$ cat config.mk
export PLATFORM = sky130hd
export DESIGN_NAME = fetch_ctrl
export DESIGN_NICKNAME = d
export VERILOG_FILES = /design/src/rtl/fetch_pkg.sv /design/src/rtl/fetch_fifo.sv /design/src/rtl/fetch_ctrl.sv
export SDC_FILE = /design/constraint.sdc
export NUM_CORES = 1
export LEC_CHECK = 0
export CAP_MARGIN = 40
export CORE_ASPECT_RATIO = 2
export CORE_MARGIN = 10
export CORE_UTILIZATION = 46
export DETAILED_ROUTE_END_ITERATION = 10
export PLACE_DENSITY = 0.87
export SETUP_SLACK_MARGIN = 0.5
export SLEW_MARGIN = 25
export SYNTH_ARGS = -nofsm -noshare
export SYNTH_HDL_FRONTEND = slang
export SYNTH_SLANG_ARGS = --single-unit
$ cat constraint.sdc
create_clock -name clk -period 9.69 [get_ports clk]
set_clock_uncertainty 0.1 [all_clocks]
set_input_delay 1.4535 -clock clk [delete_from_list [all_inputs] [get_ports clk]]
set_output_delay 1.4535 -clock clk [all_outputs]
set_load 0.05 [all_outputs]
$ cat src/rtl/fetch_pkg.sv
// Shared types and constants for the instruction fetch controller.
//   fetch_state_t : controller FSM state
//   fetch_entry_t : one queued fetch result {pc, instr}
//   pc_legal()    : word aligned and inside a 2**pw byte program memory
package fetch_pkg;
  localparam int FETCH_DEPTH = 2;
  localparam int INSTR_W     = 32;
  localparam int CNT_W       = $clog2(FETCH_DEPTH + 1);

  typedef enum logic [1:0] {IDLE, FETCH, FAULT} fetch_state_t;

  typedef struct packed {
    logic [31:0]        pc;
    logic [INSTR_W-1:0] instr;
  } fetch_entry_t;

  // 33-bit compare so that a 32-bit program memory still has a valid limit.
  function automatic logic pc_legal(input logic [31:0] pc, input int unsigned pw);
    logic [32:0] lim;
    lim = (33'd1 << pw) - 33'd4;
    return (pc[1:0] == 2'b00) && ({1'b0, pc} <= lim);
  endfunction
endpackage

$ cat src/rtl/fetch_fifo.sv
// Depth-2 fetch queue. Slot 0 is always the head; a pop shifts slot 1 down.
//   clk, rst    : clock, synchronous active-high reset (empties the queue)
//   push/entry  : write one entry (caller guarantees space, or a same-cycle pop)
//   pop         : drop the head (caller guarantees count != 0)
//   flush       : empty the queue; wins over push and pop
//   count, head : occupancy and head entry; full when count == FETCH_DEPTH
module fetch_fifo
  import fetch_pkg::*;
(
  input  logic             clk,
  input  logic             rst,
  input  logic             push,
  input  fetch_entry_t     push_entry,
  input  logic             pop,
  input  logic             flush,
  output logic [CNT_W-1:0] count,
  output fetch_entry_t     head,
  output logic             full
);
  fetch_entry_t     ent_q [FETCH_DEPTH];
  fetch_entry_t     ent_d [FETCH_DEPTH];
  logic [CNT_W-1:0] count_q, count_d;
  logic [CNT_W-1:0] wr_idx;

  // With a coincident pop the new entry lands one slot lower, which is what
  // allows push and pop together while full.
  assign wr_idx = count_q - CNT_W'(pop);

  always_comb begin
    ent_d   = ent_q;
    count_d = count_q;
    if (flush) begin
      count_d = '0;
    end else begin
      if (pop) begin
        for (int i = 0; i < FETCH_DEPTH - 1; i++) ent_d[i] = ent_q[i+1];
      end
      if (push && (wr_idx < CNT_W'(FETCH_DEPTH))) ent_d[wr_idx] = push_entry;
      count_d = count_q + CNT_W'(push) - CNT_W'(pop);
    end
  end

  always_ff @(posedge clk) begin
    if (rst) count_q <= '0;
    else     count_q <= count_d;
  end

  // Payload needs no reset: it is only looked at while count != 0.
  always_ff @(posedge clk) ent_q <= ent_d;

  assign count = count_q;
  assign head  = ent_q[0];
  assign full  = (count_q == CNT_W'(FETCH_DEPTH));
endmodule

$ cat src/rtl/fetch_ctrl.sv
// Instruction fetch controller: walks pc through a combinational program
// memory, queues {pc, instr} in a 2-entry FIFO and halts on an illegal pc.
//   clk, rst                    : clock, synchronous active-high reset
//   mem_addr / mem_instr        : program memory address and same-cycle data
//   redirect_valid/redirect_pc  : restart fetch at a new pc (flushes queue)
//   out_valid/out_ready         : head handshake; out_instr/out_pc head entry
//   fault / fault_pc            : halted on a bad pc, and that pc
module fetch_ctrl
  import fetch_pkg::*;
#(
  parameter int unsigned PROG_WIDTH = 10,
  parameter logic [31:0] RESET_PC   = 32'h0000_0000
) (
  input  logic               clk,
  input  logic               rst,
  output logic [31:0]        mem_addr,
  input  logic [INSTR_W-1:0] mem_instr,
  input  logic               redirect_valid,
  input  logic [31:0]        redirect_pc,
  output logic               out_valid,
  input  logic               out_ready,
  output logic [INSTR_W-1:0] out_instr,
  output logic [31:0]        out_pc,
  output logic               fault,
  output logic [31:0]        fault_pc
);
  fetch_state_t     state_q, state_d;
  logic [31:0]      pc_q, pc_d;
  logic [31:0]      fault_pc_q, fault_pc_d;
  logic             fault_q, fault_d;
  logic             skip_q, skip_d;
  logic             push, pop, full;
  logic [CNT_W-1:0] count;
  fetch_entry_t     head, push_entry;

  assign out_valid  = (count != '0);
  assign pop        = out_valid && out_ready && !redirect_valid;
  assign push_entry = '{pc: pc_q, instr: mem_instr};

  always_comb begin
    state_d    = state_q;
    pc_d       = pc_q;
    fault_pc_d = fault_pc_q;
    fault_d    = fault_q;
    skip_d     = 1'b0;
    push       = 1'b0;
    if (redirect_valid) begin
      if (pc_legal(redirect_pc, PROG_WIDTH)) begin
        pc_d    = redirect_pc;
        fault_d = 1'b0;
        state_d = FETCH;
        // One dead fetch cycle after a redirect, matching the reset-release
        // latency (first valid two edges later).
        skip_d  = 1'b1;
      end else begin
        fault_pc_d = redirect_pc;
        fault_d    = 1'b1;
        state_d    = FAULT;
      end
    end else begin
      case (state_q)
        IDLE: state_d = FETCH;
        FETCH: begin
          if (skip_q) begin
            skip_d = 1'b0;
          end else if (!pc_legal(pc_q, PROG_WIDTH)) begin
            fault_pc_d = pc_q;
            fault_d    = 1'b1;
            state_d    = FAULT;
          end else if (!full || pop) begin
            push = 1'b1;
            pc_d = pc_q + 32'd4;
          end
        end
        FAULT: ;
        default: state_d = IDLE;
      endcase
    end
  end

  always_ff @(posedge clk) begin
    if (rst) begin
      state_q    <= IDLE;
      pc_q       <= RESET_PC;
      fault_pc_q <= '0;
      fault_q    <= 1'b0;
      skip_q     <= 1'b0;
    end else begin
      state_q    <= state_d;
      pc_q       <= pc_d;
      fault_pc_q <= fault_pc_d;
      fault_q    <= fault_d;
      skip_q     <= skip_d;
    end
  end

  fetch_fifo u_fifo (
    .clk        (clk),
    .rst        (rst),
    .push       (push),
    .push_entry (push_entry),
    .pop        (pop),
    .flush      (redirect_valid),
    .count      (count),
    .head       (head),
    .full       (full)
  );

  assign mem_addr  = pc_q;
  assign out_instr = head.instr;
  assign out_pc    = head.pc;
  assign fault     = fault_q;
  assign fault_pc  = fault_pc_q;
endmodule

Word level (Yosys, flattened, before mapping)

Index checks and enable logic that the tools add are counted.

Register bits: 198
Output and inout port bits: 130
Logic and storage cells: 87

Add/sub/neg operators: 4
Order comparisons: 5
Equal/unequal tests: 10
Multiplexer cells: 33
Bitwise gates (word level): 2
Reduce and logical (&&, ||, !) cells: 23

Operators with widths:

| operator              | count |
|---|---|
| $mux 32               | 11 |
| $mux 64               | 3 |
| $bwmux 128            | 1 |
| $mux 128              | 1 |
| $demux 64 s1          | 1 |
| $le 32x10->1 const B  | 2 |
| $add 32x3->32 const B | 1 |
| $mux 1                | 11 |
| $mux 2                | 4 |
| $ne 2x2->1 const B    | 4 |
| $reduce_bool 2->1     | 4 |
| $logic_and 1x1->1     | 6 |
| $logic_not 2->1       | 3 |
| $ne 3x3->1 const B    | 2 |
| $pmux 2 s3            | 1 |
| $reduce_and 3->1      | 2 |
| $reduce_and 5->1      | 1 |
| $eq 2x2->1 const B    | 2 |
| $reduce_and 4->1      | 1 |
| $reduce_or 2->1       | 2 |
| $sub 2x1->2           | 2 |
| $ge 3x2->1 const B    | 1 |
| $lt 3x1->1 const B    | 1 |
| $not 2->3             | 1 |
| other kinds (8)       | 9 |

Depth between registers and ports, before layout

Word-level depth: 11
Mapped depth: 13

Modules after synthesis

Synthesis repeated with hierarchy kept, for this count alone.

Cells, all modules: 670
Area, all modules: 9474.1 um^2

Modules (own cells, without submodules):

| module     | times used | cells each | area each (um^2) | sequential area each (um^2) |
|---|---|---|---|---|
| fetch_fifo | 1          | 350        | 6286.0           | 3883.7 |
| fetch_ctrl | 1          | 320        | 3188.1           | 1361.3 |

Least setup slack after synthesis

OpenSTA, ideal clock, no wires.

Kind: input port to flip-flop
Start: input port redirect_valid
End: register with a tool-made name
Library setup time: 0.667 ns
Data arrival time: 9.402 ns
Data required time: 8.923 ns
Path slack: -0.479 ns
Stages: 9
Path through: clkbuf_1 > inv_1 > and3_1 > clkbuf_1 > buf_2 > buf_2 > ha_1 > xor2_1 > nor4b_1

RTL lines:

| item               | RTL line         | text |
|---|---|---|
| start: declaration | fetch_ctrl.sv:18 | `input logic redirect_valid,` |

Worst setup path in the final report

Start: input port redirect_valid
End: register u_fifo.ent_q, in the netlist u_fifo.head[21], data pin

Cells in the longest elaborated chain, start to end: 10
Elaborated cells between the ends (all ways): 21
Those cells by class: 1 x add/sub; 3 x order compare; 11 x mux; 1 x bitwise; 5 x reduce/logical

RTL lines:

| item                                                                     | RTL line                           | text |
|---|---|---|
| $logic_not 1->1                                                          | fetch_ctrl.sv:37                   | `assign pop = out_valid && out_ready && !redirect_valid;` |
| $logic_and 1x1->1                                                        | fetch_ctrl.sv:37                   |  |
| $sub 2x1->2 / $logic_or 1x1->1 (equally long branches)                   | fetch_fifo.sv:27, fetch_ctrl.sv:70 |  |
| $not 2->3 (not written as such) / $mux 1 (equally long branches)         | fetch_fifo.sv:38, fetch_ctrl.sv:70 |  |
| $ge 3x2->1 (not written as such) (tied with other cells)                 | fetch_fifo.sv:38                   | `if (push && (wr_idx < CNT_W'(FETCH_DEPTH))) ent_d[wr_idx] = push_entry;` |
| $logic_and 1x1->1 (not written as such) / $mux 1 (equally long branches) | fetch_fifo.sv:38, fetch_ctrl.sv:64 |  |
| $mux 64 (not written as such) / $mux 1 (equally long branches)           | fetch_fifo.sv:38, fetch_ctrl.sv:61 |  |
| $demux 64 s1 / $mux 1 (equally long branches)                            | fetch_fifo.sv:38, fetch_ctrl.sv:47 |  |
| $bwmux 128 / $logic_and 1x1->1 (equally long branches)                   | fetch_fifo.sv:38                   |  |
| $mux 128 *                                                               | fetch_fifo.sv:38                   |  |
| end signal: assignment                                                   | fetch_fifo.sv:49                   | `always_ff @(posedge clk) ent_q <= ent_d;` |
| end: declaration                                                         | fetch_fifo.sv:20                   | `fetch_entry_t ent_q [FETCH_DEPTH];` |

Every way passes the cells marked *; elsewhere a longest branch is shown, timed or not. The select of a mux whose other input is x is not followed.
A chain may end at the register's enable or synchronous reset.

==> metrics.md <==
| Metric | Value |
|---|---|
| Internal | `1.45 mW` |
| Floorplan Core Area | `roughly 19000 µm²` |
| Std cell rows | `71` |
| Initial antenna violation count | `0` |
| Final Cycle Share | `0.466` |
| Met2 usage | `0.311` |
| Post-DRT Antenna Nets | `0` |
| Power Dens Cells | `roughly 170 nW/µm²` |
| Worst-Skew Late Latency | `420 ps` |
| Total inserted antenna cells | `0` |
| Initial DRT Pass Iterations | `5` |
| GRT overflow | `0` |
| Initial Util | `0.470` |
| CP max FO | `80` |
| Maximum clock path buffer count | `2` |
| Most frequent cells after synthesis | `edfxtp_1, mux2i_1, a21oi_1` |
| Multi-input gate area | `2900 µm²` |
| Final setup violating endpoints | `0` |
| CP Capture Type | `flop` |
| Yosys top cell area share | `0.434` |
| Sequential power share | `0.487` |
| Die Wd | `about 120 µm` |
| Share of cells above drive strength 1 | `0.109` |
| Worst Setup Start Kind | `input pin` |
| Hold Violations, Final | `0` |
| Sw Ratio | `0.260` |
| Sw Pwr | `508 µW` |
| GRT met3 Usage | `0.0367` |
| Synth Instances | `717` |
| Grt met1 use | `0.183` |
| Port Buffer Count | `197` |
| Yosys top cell by area | `edfxtp_1` |
| GP Congestion | `approximately 0.83` |
| Nets | `905` |
| Via density per instance | `5.38` |
| Clock-pin slew on the worst setup and hold paths | `70 ps` |
| R2R depth | `10` |
| Reg-to-reg startpoint | `u_fifo.count[1]$_SDFF_PP0_` |
| Critical Path Slowest Stage Cell | `buf_4` |
| Post-DP HPWL | `16000 µm` |
| Initial DRC Count | `450` |
| Fin Setup TNS | `0 ps` |
| Syn Std Cell Area | `8850 µm²` |
| Vias in the first global route | `6268` |
| Worst-path cell chain | `buf_2 > buf_4 > clkinv_2 > and3_4 > buf_16 > ha_1 > xor2_1 > nor2_1 > nand4b_1 > buf_4 > nor2_1 > a21oi_1` |
| Number of buffers and inverters on the critical path | `5` |
| Tot GR Track Use | `0.172` |
| Mapped Nets | `788` |
| Setup Fix Bufs, Post-CTS | `0` |
| Smallest setup slack after layout | `between 5000 and 6000 ps` |
| Wire per inst | `20.3 µm` |
| Slew headroom | `0.479` |
| Sequential area share after synthesis | `0.593` |
| R2R Path End | `u_fifo.head[21]$_DFFE_PN_` |
| CP Class | `in2reg` |
| Most instantiated library cell after synthesis | `edfxtp_1` |
| Number of synthesized flops with an enable pin | `128` |
| First-pass GRT wire length | `35200 µm` |
| Hold buffer count at CTS | `0` |
| Yosys cell types | `54` |
| Power Total | `around 2 mW` |
| Fin. max-slew vios | `0` |
| Maximum vdd ir drop | `between 0.1 and 0.15 mV` |
| Hold crit path type | `reg2reg` |
| Reg2Reg Setup Slack | `approximately 6300 ps` |
| Ys flop type | `edfxtp_1` |
| Fin Hold WS | `408 ps` |
| CP max stage delay | `630 ps` |
| CTS-repair resized insts | `0` |
| DP Worst Slack | `4720 ps` |
| Ranking of synthesized cells by area | `edfxtp_1, dfxtp_1, mux2i_1` |
| Clk pwr share | `0.365` |
| Worst path depth | `12` |
| DR vias | `5933` |
| Fmax | `0.222 GHz` |
| CP top delay family | `buffers and inverters` |
| FF/Latch Area | `5250 µm²` |
| Grt peak-use layer | `met2` |
| WP data required | `just under 10000 ps` |
| Syn_area_per_cell | `12.3 µm²` |
| CTS tree | `built` |
| Largest net degree at the start of global routing | `between 80 and 90` |
| Total CTS buffers | `17` |
| Combinational fraction of design power | `0.149` |
| Fin area | `11200 µm²` |
| Asr flop ratio synth | `0` |
| Die height | `~220 µm` |
| Ports | `198` |
| Worst Setup SP | `redirect_valid` |
| Min Tclk post-route | `between 4000 and 5000 ps` |
| Synth Register Bits | `198` |
| WP data arrival | `4680 ps` |
| Clock tree root buffer cell | `clkbuf_16` |
| Max Cap Viol | `0` |
| Die area | `about 26000 µm²` |
| Syn-to-layout area delta | `26.5%` |
| RSZ-0062 raised after global routing | `false` |
| Fillers | `1508` |
| DP Area | `10600 µm²` |
| Status | `finished, final reports clean` |
| Least-Margin Pin Slew | `781 ps` |
| Leakage | `3.79 nW` |
| Sink Count | `198` |
| Final WL | `22300 µm` |
| Post-route DRC violation count | `0` |
| Crit path to | `u_fifo.head[21]$_DFFE_PN_` |
| Yosys warns | `0` |
| H-tree levels | `4` |
==> per-stage QoR <==
stage / instances / utilization
6_report: 1102 / 0.595
3_5_place_dp: 1069 / 0.561
3_3_place_gp: 1066 / 0.558
5_1_grt: 1102 / 0.595
2_1_floorplan: 717 / -
4_1_cts: 1101 / 0.593
==> final cells by class <==
class,instances,area share
Clock buffer,23,0.0484
Multi-Input combinational cell,402,0.259
Tap cell,255,0.0285
Sequential cell,198,0.468
Inverter,7,0.00246
Timing Repair Buffer,208,0.187
Clock inverter,9,0.00626
==> per-layer routing <==
metal,up-vias,wire (µm)
li1,2802,-
met1,2859,8520
met2,231,11900
met3,41,1100
met4,0,772
met5,-,0
==> worst reg2reg max path, stage by stage, from the launching register on <==
cell and delay, ps:
dfxtp_1 360, or2_1 130, and3_4 530, buf_16 320
ha_1 220, xor2_1 370, nor2_1 110, nand4b_1 120
buf_4 630, nor2_1 160, a21oi_1 180
==> power by group through the flow <==
stage | Clock (mW) | Combinational [mW] | Sequential, mW
floorplan | 0 | 0.178 | 0.998
global placement | 0 | 0.285 | 0.971
detailed placement | 0 | 0.293 | 0.971
CTS | 0.730 | 0.293 | 0.953
global route | 0.761 | 0.306 | 0.956
finish | 0.714 | 0.291 | 0.952
==> cells by family (layout without fill, tap and decap cells) <==
group / Yosys count / in the layout / synth area share
buffers and inverters: 117 / 247 / 0.0824
muxes: 92 / 92 / 0.104
xor gates and xnor gates: 2 / 2 / 0.00198
AOI/OAI and AO/OA: 149 / 149 / 0.120
DFF: 198 / 198 / 0.593
adders and majority gates: 3 / 3 / 0.00424
and+or+nand+nor: 156 / 156 / 0.0943
==> cell usage in the layout, fill, tap and decap left out, types with 4 or more instances in the layout <==
cell and n:
a211oi_2 30, a21boi_0 6, a21oi_1 83, and2_1 20, and3_1 4, buf_4 7, clkbuf_16 20, clkdlybuf4s50_1 195
dfxtp_1 70, edfxtp_1 128, inv_1 5, inv_4 4, mux2i_1 92, nand2_1 12, nand3_1 8, nor2_1 74
nor3_1 8, nor4_1 4, o21ai_0 7
==> worst min-delay path by stage <==
stage                       startpoint  cells after the start  slack (ps)                         to
floorplan                         flop                      2         440  u_fifo.head[53]$_DFFE_PN_
CTS                 fault$_SDFFE_PP0P_                      2         410         fault$_SDFFE_PP0P_
finish              fault$_SDFFE_PP0P_                      2         410         fault$_SDFFE_PP0P_
global route        fault$_SDFFE_PP0P_                      2         440         fault$_SDFFE_PP0P_
detailed placement  fault$_SDFFE_PP0P_                      2         390         fault$_SDFFE_PP0P_
global placement    fault$_SDFFE_PP0P_                      2         380         fault$_SDFFE_PP0P_
(Power assumes the default switching activity.)
